## src/rtl/mem_rd_streamer.sv

```systemverilog
// mem_rd_streamer: read-side engine for the memory_block scratchpad.
// Walks an address range on `start`, absorbs the 1-cycle registered read
// latency through a 2-entry output FIFO, and emits a valid/ready stream with
// a last marker at one word per cycle.
// Optional feature: define MEM_RD_STREAM_STRIDE_EN to add the `stride` port
// (address increment sampled at start); otherwise the increment is 1.
module mem_rd_streamer #(
  parameter int DATAW = 32,
  parameter int DEPTH = 64,
  parameter int ADDRW = 6
) (
  input  logic             clk,
  input  logic             rst,
  input  logic             start,
  input  logic [ADDRW-1:0] base,
  input  logic [ADDRW:0]   count,
`ifdef MEM_RD_STREAM_STRIDE_EN
  input  logic [ADDRW-1:0] stride,
`endif
  output logic [ADDRW-1:0] mem_raddr,
  input  logic [DATAW-1:0] mem_rdata,
  output logic             out_valid,
  input  logic             out_ready,
  output logic [DATAW-1:0] out_data,
  output logic             out_last,
  output logic             busy,
  output logic             done
);

  typedef enum logic [1:0] {IDLE, RUN, DRAIN, DONE} state_t;

  localparam logic [ADDRW:0] SPAN = (ADDRW+1)'(DEPTH);

  // Address advance modulo the memory depth (both operands are below DEPTH).
  function automatic logic [ADDRW-1:0] wrap_add(input logic [ADDRW-1:0] a,
                                                input logic [ADDRW-1:0] b);
    logic [ADDRW:0] sum;
    sum = {1'b0, a} + {1'b0, b};
    if (sum >= SPAN) sum = sum - SPAN;
    return sum[ADDRW-1:0];
  endfunction

  state_t           state_q, state_d;
  logic [ADDRW-1:0] addr_q, addr_d;
  logic [ADDRW:0]   remaining_q, remaining_d;
  logic             inflight_q, inflight_d;
  logic             inflight_last_q, inflight_last_d;
  logic             rd_ptr_q, rd_ptr_d;
  logic             wr_ptr_q, wr_ptr_d;
  logic [1:0]       fifo_cnt_q, fifo_cnt_d;
  logic             busy_q, busy_d;
  logic             done_q, done_d;
  logic [DATAW-1:0] fifo_data_q [2];
  logic [DATAW-1:0] fifo_data_d [2];
  logic             fifo_last_q [2];
  logic             fifo_last_d [2];
  logic [ADDRW-1:0] inc;

`ifdef MEM_RD_STREAM_STRIDE_EN
  logic [ADDRW-1:0] stride_q, stride_d;
  assign inc = stride_q;
`else
  assign inc = ADDRW'(1);
`endif

  logic       pop;
  logic       issue;
  logic [2:0] occ;

  assign out_valid = (fifo_cnt_q != 2'd0);
  assign out_data  = out_valid ? fifo_data_q[rd_ptr_q] : '0;
  assign out_last  = out_valid & fifo_last_q[rd_ptr_q];
  assign mem_raddr = addr_q;
  assign busy      = busy_q;
  assign done      = done_q;

  assign pop   = out_valid & out_ready;
  // Credit: words held plus the word in flight, net of this cycle's pop, must leave room.
  assign occ   = {1'b0, fifo_cnt_q} + {2'b0, inflight_q};
  assign issue = (state_q == RUN) && (remaining_q != '0) && (occ < (3'd2 + {2'b0, pop}));

  // Next-state logic for the command FSM, address walker and output FIFO.
  always_comb begin
    state_d         = state_q;
    addr_d          = addr_q;
    remaining_d     = remaining_q;
    inflight_d      = 1'b0;
    inflight_last_d = 1'b0;
    rd_ptr_d        = rd_ptr_q;
    wr_ptr_d        = wr_ptr_q;
    fifo_data_d     = fifo_data_q;
    fifo_last_d     = fifo_last_q;
`ifdef MEM_RD_STREAM_STRIDE_EN
    stride_d        = stride_q;
`endif

    case (state_q)
      IDLE: begin
        if (start) begin
          addr_d      = base;
          remaining_d = count;
`ifdef MEM_RD_STREAM_STRIDE_EN
          stride_d    = stride;
`endif
          state_d     = (count != '0) ? RUN : DONE;
        end
      end
      RUN:     if (issue && remaining_q == (ADDRW+1)'(1)) state_d = DRAIN;
      DRAIN:   if (pop && fifo_last_q[rd_ptr_q]) state_d = DONE;
      DONE:    state_d = IDLE;
      default: state_d = IDLE;
    endcase

    if (issue) begin
      addr_d          = wrap_add(addr_q, inc);
      remaining_d     = remaining_q - (ADDRW+1)'(1);
      inflight_d      = 1'b1;
      inflight_last_d = (remaining_q == (ADDRW+1)'(1));
    end

    // The word read last cycle is on mem_rdata now; capture it.
    if (inflight_q) begin
      fifo_data_d[wr_ptr_q] = mem_rdata;
      fifo_last_d[wr_ptr_q] = inflight_last_q;
      wr_ptr_d              = ~wr_ptr_q;
    end
    if (pop) rd_ptr_d = ~rd_ptr_q;

    fifo_cnt_d = fifo_cnt_q + {1'b0, inflight_q} - {1'b0, pop};
    busy_d     = (state_d == RUN) || (state_d == DRAIN);
    done_d     = (state_d == DONE);
  end

  // Control state with synchronous reset; reset abandons any command in flight.
  always_ff @(posedge clk) begin
    if (rst) begin
      state_q         <= IDLE;
      addr_q          <= '0;
      remaining_q     <= '0;
      inflight_q      <= 1'b0;
      inflight_last_q <= 1'b0;
      rd_ptr_q        <= 1'b0;
      wr_ptr_q        <= 1'b0;
      fifo_cnt_q      <= 2'd0;
      busy_q          <= 1'b0;
      done_q          <= 1'b0;
    end else begin
      state_q         <= state_d;
      addr_q          <= addr_d;
      remaining_q     <= remaining_d;
      inflight_q      <= inflight_d;
      inflight_last_q <= inflight_last_d;
      rd_ptr_q        <= rd_ptr_d;
      wr_ptr_q        <= wr_ptr_d;
      fifo_cnt_q      <= fifo_cnt_d;
      busy_q          <= busy_d;
      done_q          <= done_d;
    end
  end

  // Data storage; contents are only visible while the FIFO count says valid.
  always_ff @(posedge clk) begin
    fifo_data_q <= fifo_data_d;
    fifo_last_q <= fifo_last_d;
`ifdef MEM_RD_STREAM_STRIDE_EN
    stride_q    <= stride_d;
`endif
  end

endmodule
```

## config.mk

```make
export PLATFORM = sky130hd
export DESIGN_NAME = mem_rd_streamer
export DESIGN_NICKNAME = d
export VERILOG_FILES = /design/src/rtl/mem_rd_streamer.sv
export SDC_FILE = /design/constraint.sdc
export NUM_CORES = 1
export LEC_CHECK = 0
export ABC_AREA = 0
export BUFFER_PORTS_ARGS = -buffer_cell sky130_fd_sc_hd__buf_4
export CORE_MARGIN = 2
export CORE_UTILIZATION = 45
export DETAILED_ROUTE_END_ITERATION = 7
export PLACE_DENSITY = 0.69
export SLEW_MARGIN = 10
export SYNTH_ARGS = -nofsm -noshare
export SYNTH_HDL_FRONTEND = slang
export SYNTH_SLANG_ARGS = --single-unit
export TNS_END_PERCENT = 20
```

## constraint.sdc

```tcl
create_clock -name clk -period 4.3 [get_ports clk]
set_input_delay 0.215 -clock clk [delete_from_list [all_inputs] [get_ports clk]]
set_output_delay 0.215 -clock clk [all_outputs]
set_load 0.005 [all_outputs]
```

# Word level (Yosys, flattened, before mapping)
# Index checks and enable logic that the tools add are counted.
[totals] input_bits=49 output_inout_bits=42 reg_bits=89
[classes] n_lt_le_gt_ge=5 reduce_logical=14 eq_ne=7 bitwise=7 addsub=7 muxes=26
[ops] operator="32-bit two-way mux" n=5
[ops] operator="64-bit bitwise mux" n=1
[ops] operator="32-bit demux with 1-bit select" n=1
[ops] operator="6-bit two-way mux" n=4
[ops] operator="7-bit two-way mux" n=3
[ops] operator="7-bit nonzero test" n=2
[ops] operator="2-bit equality test, second input constant" n=4
[ops] operator="2-bit two-way mux" n=4
[ops] operator="2-bit case mux with 4 select lines" n=1
[ops] operator="6-bit by 1-bit adder with 7-bit output, second input constant" n=1
[ops] operator="7-bit by 1-bit equality test with 1-bit output, second input constant" n=1
[ops] operator="7-bit greater-or-equal comparator, second input constant" n=1
[ops] operator="7-bit by 1-bit subtractor with 7-bit output, second input constant" n=1
[ops] operator="2-bit nonzero test" n=3
[ops] operator="6-bit by 1-bit subtractor with 6-bit output, second input constant" n=1
[ops] operator="1-bit logical AND" n=5
[ops] operator="1-bit two-way mux" n=5
[ops] operator="2-bit by 1-bit equality test with 1-bit output, second input constant" n=2
[ops] operator="2-bit greater-or-equal comparator, second input constant" n=2
[ops] operator="1-bit inverter with 2-bit output" n=2
[ops] operator="2-bit by 1-bit adder with 3-bit output" n=1
[ops] operator="2-bit by 1-bit adder with 3-bit output, first input constant" n=1
[ops] operator="3-bit less-than comparator" n=1
[ops] operator="1-bit inverter" n=3
[ops] operator="10 further kinds" n=11

# Longest topological paths before layout
[logic_depth] word_depth=10 mapped_depth=8

# Worst setup path after synthesis
# OpenSTA, ideal clock, no wires.
[synth_timing] path_type="register -> register" start="register inflight_q" end="register fifo_data_q[32] (netlist bit) (enable)" n_path_buf=0 path_stages_with_launch=2 required_ns=3.873 setup_slack_ns=1.971 arrival_time_ns=1.902 setup_time_ns=0.427 path_cell_list="dfxtp_1 > nor2b_1"
[synth_lines] element="start: declaration" line="46" text="logic inflight_q, inflight_d;"
[synth_lines] element="start signal: assignment" line="151" text="inflight_q <= inflight_d;"
[synth_lines] element="end signal: assignment" line="163" text="fifo_data_q <= fifo_data_d;"
[synth_lines] element="end: declaration" line="53" text="logic [DATAW-1:0] fifo_data_q [2];"
# No word-level cell between the ends.

# Final worst setup path
[layout_timing] start="register inflight_q" end="register busy_q (netlist: busy)"
[layout_between] elab_chain_cells=8 word_cells_on_any_way=9 cone_classes="1 x add/sub; 1 x order compare; 2 x eq/ne; 2 x mux; 3 x reduce/logical"
[layout_rtl] element="2-bit by 1-bit adder with 3-bit output (*)" line="79" text="assign occ = {1'b0, fifo_cnt_q} + {2'b0, inflight_q};"
[layout_rtl] element="3-bit less-than comparator (*)" line="80" text="assign issue = (state_q == RUN) && (remaining_q != '0) && (occ < (3'd2 + {2'b0, pop}));"
[layout_rtl] element="1-bit logical AND (*)" line="80"
[layout_rtl] element="1-bit logical AND (*)" line="108" text="RUN: if (issue && remaining_q == (ADDRW+1)'(1)) state_d = DRAIN;"
[layout_rtl] element="2-bit two-way mux (*)" line="108"
[layout_rtl] element="2-bit case mux with 4 select lines (*)" line="97" text="case (state_q)"
[layout_rtl] element="2-bit by 1-bit equality test with 1-bit output or 2-bit equality test (tied branches)" line="130" text="busy_d = (state_d == RUN) || (state_d == DRAIN);"
[layout_rtl] element="1-bit logical OR (*)" line="130"
[layout_rtl] element="via busy_d" line="51" text="logic busy_q, busy_d;"
[layout_rtl] element="end signal: assignment" line="156" text="busy_q <= busy_d;"
[layout_rtl] element="end: declaration" line="51"
# Mark *: on every way through the listed nets, which the timed path passes. The rest lies on a longest branch.
# A chain may end at the register's enable or synchronous reset.

==> results.tsv <==
metric	value	unit
status	complete, no violations	
p_int	0.00157	W
antenna_found_initial	0	
r2r_cells	7	
core_area	8130	um^2
p_per_area	471	nW/um^2
critPathRequiredTime	4.53	ns
num_antenna_cells	0	
async_reset_ff_share	0	%
dieArea	9030	um^2
firstDrtPassIters	4	
postSynthAreaPerCell	13.2	um^2
reg2reg_to	busy$_SDFF_PP0_	
overflow	0	
synth_commonest_cells	66 x edfxtp_1, 46 x nor2_1, 33 x mux2i_1	
crit_path_end_kind	flip-flop	
start_kind	flip-flop	
path_clk_slew	0.09	ns
htreeDepth	3	
peakVddDrop	0.175	mV
via_per_inst	5.12	
die_h	95.0	um
cts_setup_buffers	0	
combinationalPowerShare	28.2	%
ys_types	44	
wl_met1	3.23	mm
slew_violations	0	
vias	2476	
leakage	1.79	nW
grt_start_max_net_pins	35	
dr_wl_met2	3.53	mm
tightest_slew	1.07	ns
synth_seq_area_share	65.5	%
p_switching	0.000652	W
cts_tree	done	
setup_viol	0	
syn_nets	340	
rsz0062_at_grt	no	
ys_ff_latch	89	
synth_top_area_share	53.1	%
die_x	95.0	um
hpwl	4.88	mm
post-route-drc-count	0	
drive_above_1_share	31.9	%
clockPowerShare	25.5	%
cts_inserted_buffers	9	
path_cells	ha_1, ha_1, nor3b_2, nand4_1, a221o_1, ha_1, nor2b_1	
crit_family	simple AND/OR/NAND/NOR gates	
hold_violations	0	
cp_max_fo	6	
portBuffers	90	
hold_path.class	input pin to flip-flop	
hold_buffers	0	
critPathKind	flip-flop to flip-flop	
dr.first_iter.drc_count	89	
detail-route-antenna-nets	0	
grt_pass1_wl	11.6	mm
avgRoutedWirePerCell	15.0	um
synth_area_leaders	edfxtp_1 53%, dfxtp_1 12%, mux2i_1 8.9%	
synthFlopType	edfxtp_1	
yosys_warnings	0	
worstPathArrival	2.45	ns
reg2reg_setup_slack	2.08	ns
worstReg2RegStart	inflight_q$_SDFF_PP0_	
pwr-share-seq	46.3	%
track_usage	16.8	%
final_cell_area	4710	um^2
drv_cap	0	
crit_start	inflight_q$_SDFF_PP0_	
p_sw_share	29.3	%
cp_num_buf_inv	0	
synth.most_common_cell	edfxtp_1	
nets	431	
dpl_cell_area	4510	um^2
tns	0	ns
cp_num_cells	7	
root_buffer	clkbuf_8	
synth_edf_count	66	
rows	33	
gp_congestion	0.805	
min_period_over_period	51.7	%
fill_cells	666	
path_common_cell	ha_1	
cp_slowest_cell	nor3b_2	
slew_headroom	28.2	%
fmax	450	MHz
synth_area	3730	um^2
clk_latency	0.35	ns
area_growth	26.4	%
slowest_delay	0.39	ns
synth_top_cell_by_area	edfxtp_1	
cts_max_path_buffers	2	
synthCells	283	
top_layer	met4	
clkSinkCount	89	
grt_pass1_vias	2521	
endpoint	busy$_SDFF_PP0_	
io_pins	91	
period_needed	2.22	ns
met3_length	410	um
fin_skew	0.00895	ns
cts-resized-gates	0	
initial_core_util	45.9	%
routed_wl	7.27	mm
-- registers in the layout, indices dropped and copies added (netlist names) --
| name | flops |
|---|---|
| mem_raddr | 6 |
| wr_ptr_q | 1 |
| state_q | 2 |
| busy | 1 |
| inflight_last_q | 1 |
| rd_ptr_q | 1 |
| fifo_data_q | 64 |
| inflight_q | 1 |
| remaining_q | 7 |
| done | 1 |
| fifo_last_q | 2 |
| fifo_cnt_q | 2 |
-- power groups by stage --
stage | logic, W | registers [W] | clock network (W)
finish | 0.000626 | 0.00103 | 0.000566
global route | 0.000694 | 0.00104 | 0.000617
CTS | 0.000637 | 0.00103 | 0.000583
detailed placement | 0.000633 | 0.00105 | 0
global placement | 0.000630 | 0.00104 | 0
floorplan | 0.000394 | 0.00104 | 0
-- placed cells by master, fill, tap and decap left out, types with 4 or more instances in the layout --
cell	instances
nor2b_1	5
edfxtp_1	66
inv_1	8
o21ai_1	7
a32oi_1	4
ha_1	8
nand3_1	6
clkbuf_8	9
buf_4	92
mux2i_1	33
nand2_1	11
a21oi_1	10
dfxtp_1	22
nor2_1	45
-- cells by family (layout without fill, tap and decap cells) --
kind of cell / after synthesis / count (layout) / share of synthesized area (%)
compound gates: 35 / 35 / 6.51
buf+inv: 20 / 116 / 2.15
mux: 33 / 33 / 8.86
simple gates: 93 / 93 / 13.2
xor+xnor: 5 / 5 / 1.17
fa+ha+maj: 8 / 8 / 2.68
flops: 89 / 89 / 65.5
-- cell type report --
type | instances | area [um^2] | share of cell area, %
Clock buffer | 9 | 124 | 2.63
Clock inverter | 7 | 76.3 | 1.62
Inverter | 8 | 30.0 | 0.637
Multi-Input combinational cell | 174 | 1220 | 25.8
Sequential cell | 89 | 2440 | 51.8
Tap cell | 105 | 131 | 2.79
Timing Repair Buffer | 92 | 691 | 14.6
-- layer usage --
layer | GRT usage, % | vias up
li1 | - | 1222
met1 | 20.5 | 1179
met2 | 28.9 | 67
met3 | 4.35 | 8
met4 | 6.28 | 0
met5 | 0 | -
-- how the worst min path moves through the flow --
stage / from / endpoint / slack, ns / cells after the start
after floorplan: rst / inflight_q$_SDFF_PP0_ / 0.29 / 1
after global placement: mem_rdata[26] / fifo_data_q[58]$_DFFE_PP_ / 0.40 / 1
after detailed placement: mem_rdata[20] / fifo_data_q[20]$_DFFE_PP_ / 0.40 / 1
after CTS: mem_rdata[4] / fifo_data_q[36]$_DFFE_PP_ / 0.03 / 1
after global routing: mem_rdata[28] / fifo_data_q[28]$_DFFE_PP_ / 0.02 / 1
final: mem_rdata[26] / fifo_data_q[26]$_DFFE_PP_ / 0.05 / 1
-- through the flow --
step | utilization [%] | total power (W) | setup slack (ns) | hold WS, ns | cells
floorplan | - | 0.00143 | 1.97 | 0.295 | 283
global placement | 55.5 | 0.00167 | 2.13 | 0.401 | 468
detailed placement | 55.5 | 0.00168 | 2.09 | 0.403 | 468
CTS | 58.0 | 0.00225 | 2.06 | 0.0251 | 484
global route | 58.0 | 0.00235 | 1.93 | 0.0212 | 484
finish | 58.0 | 0.00222 | 2.08 | 0.0450 | 484
No activity file was read; power rests on OpenSTA's default activity.
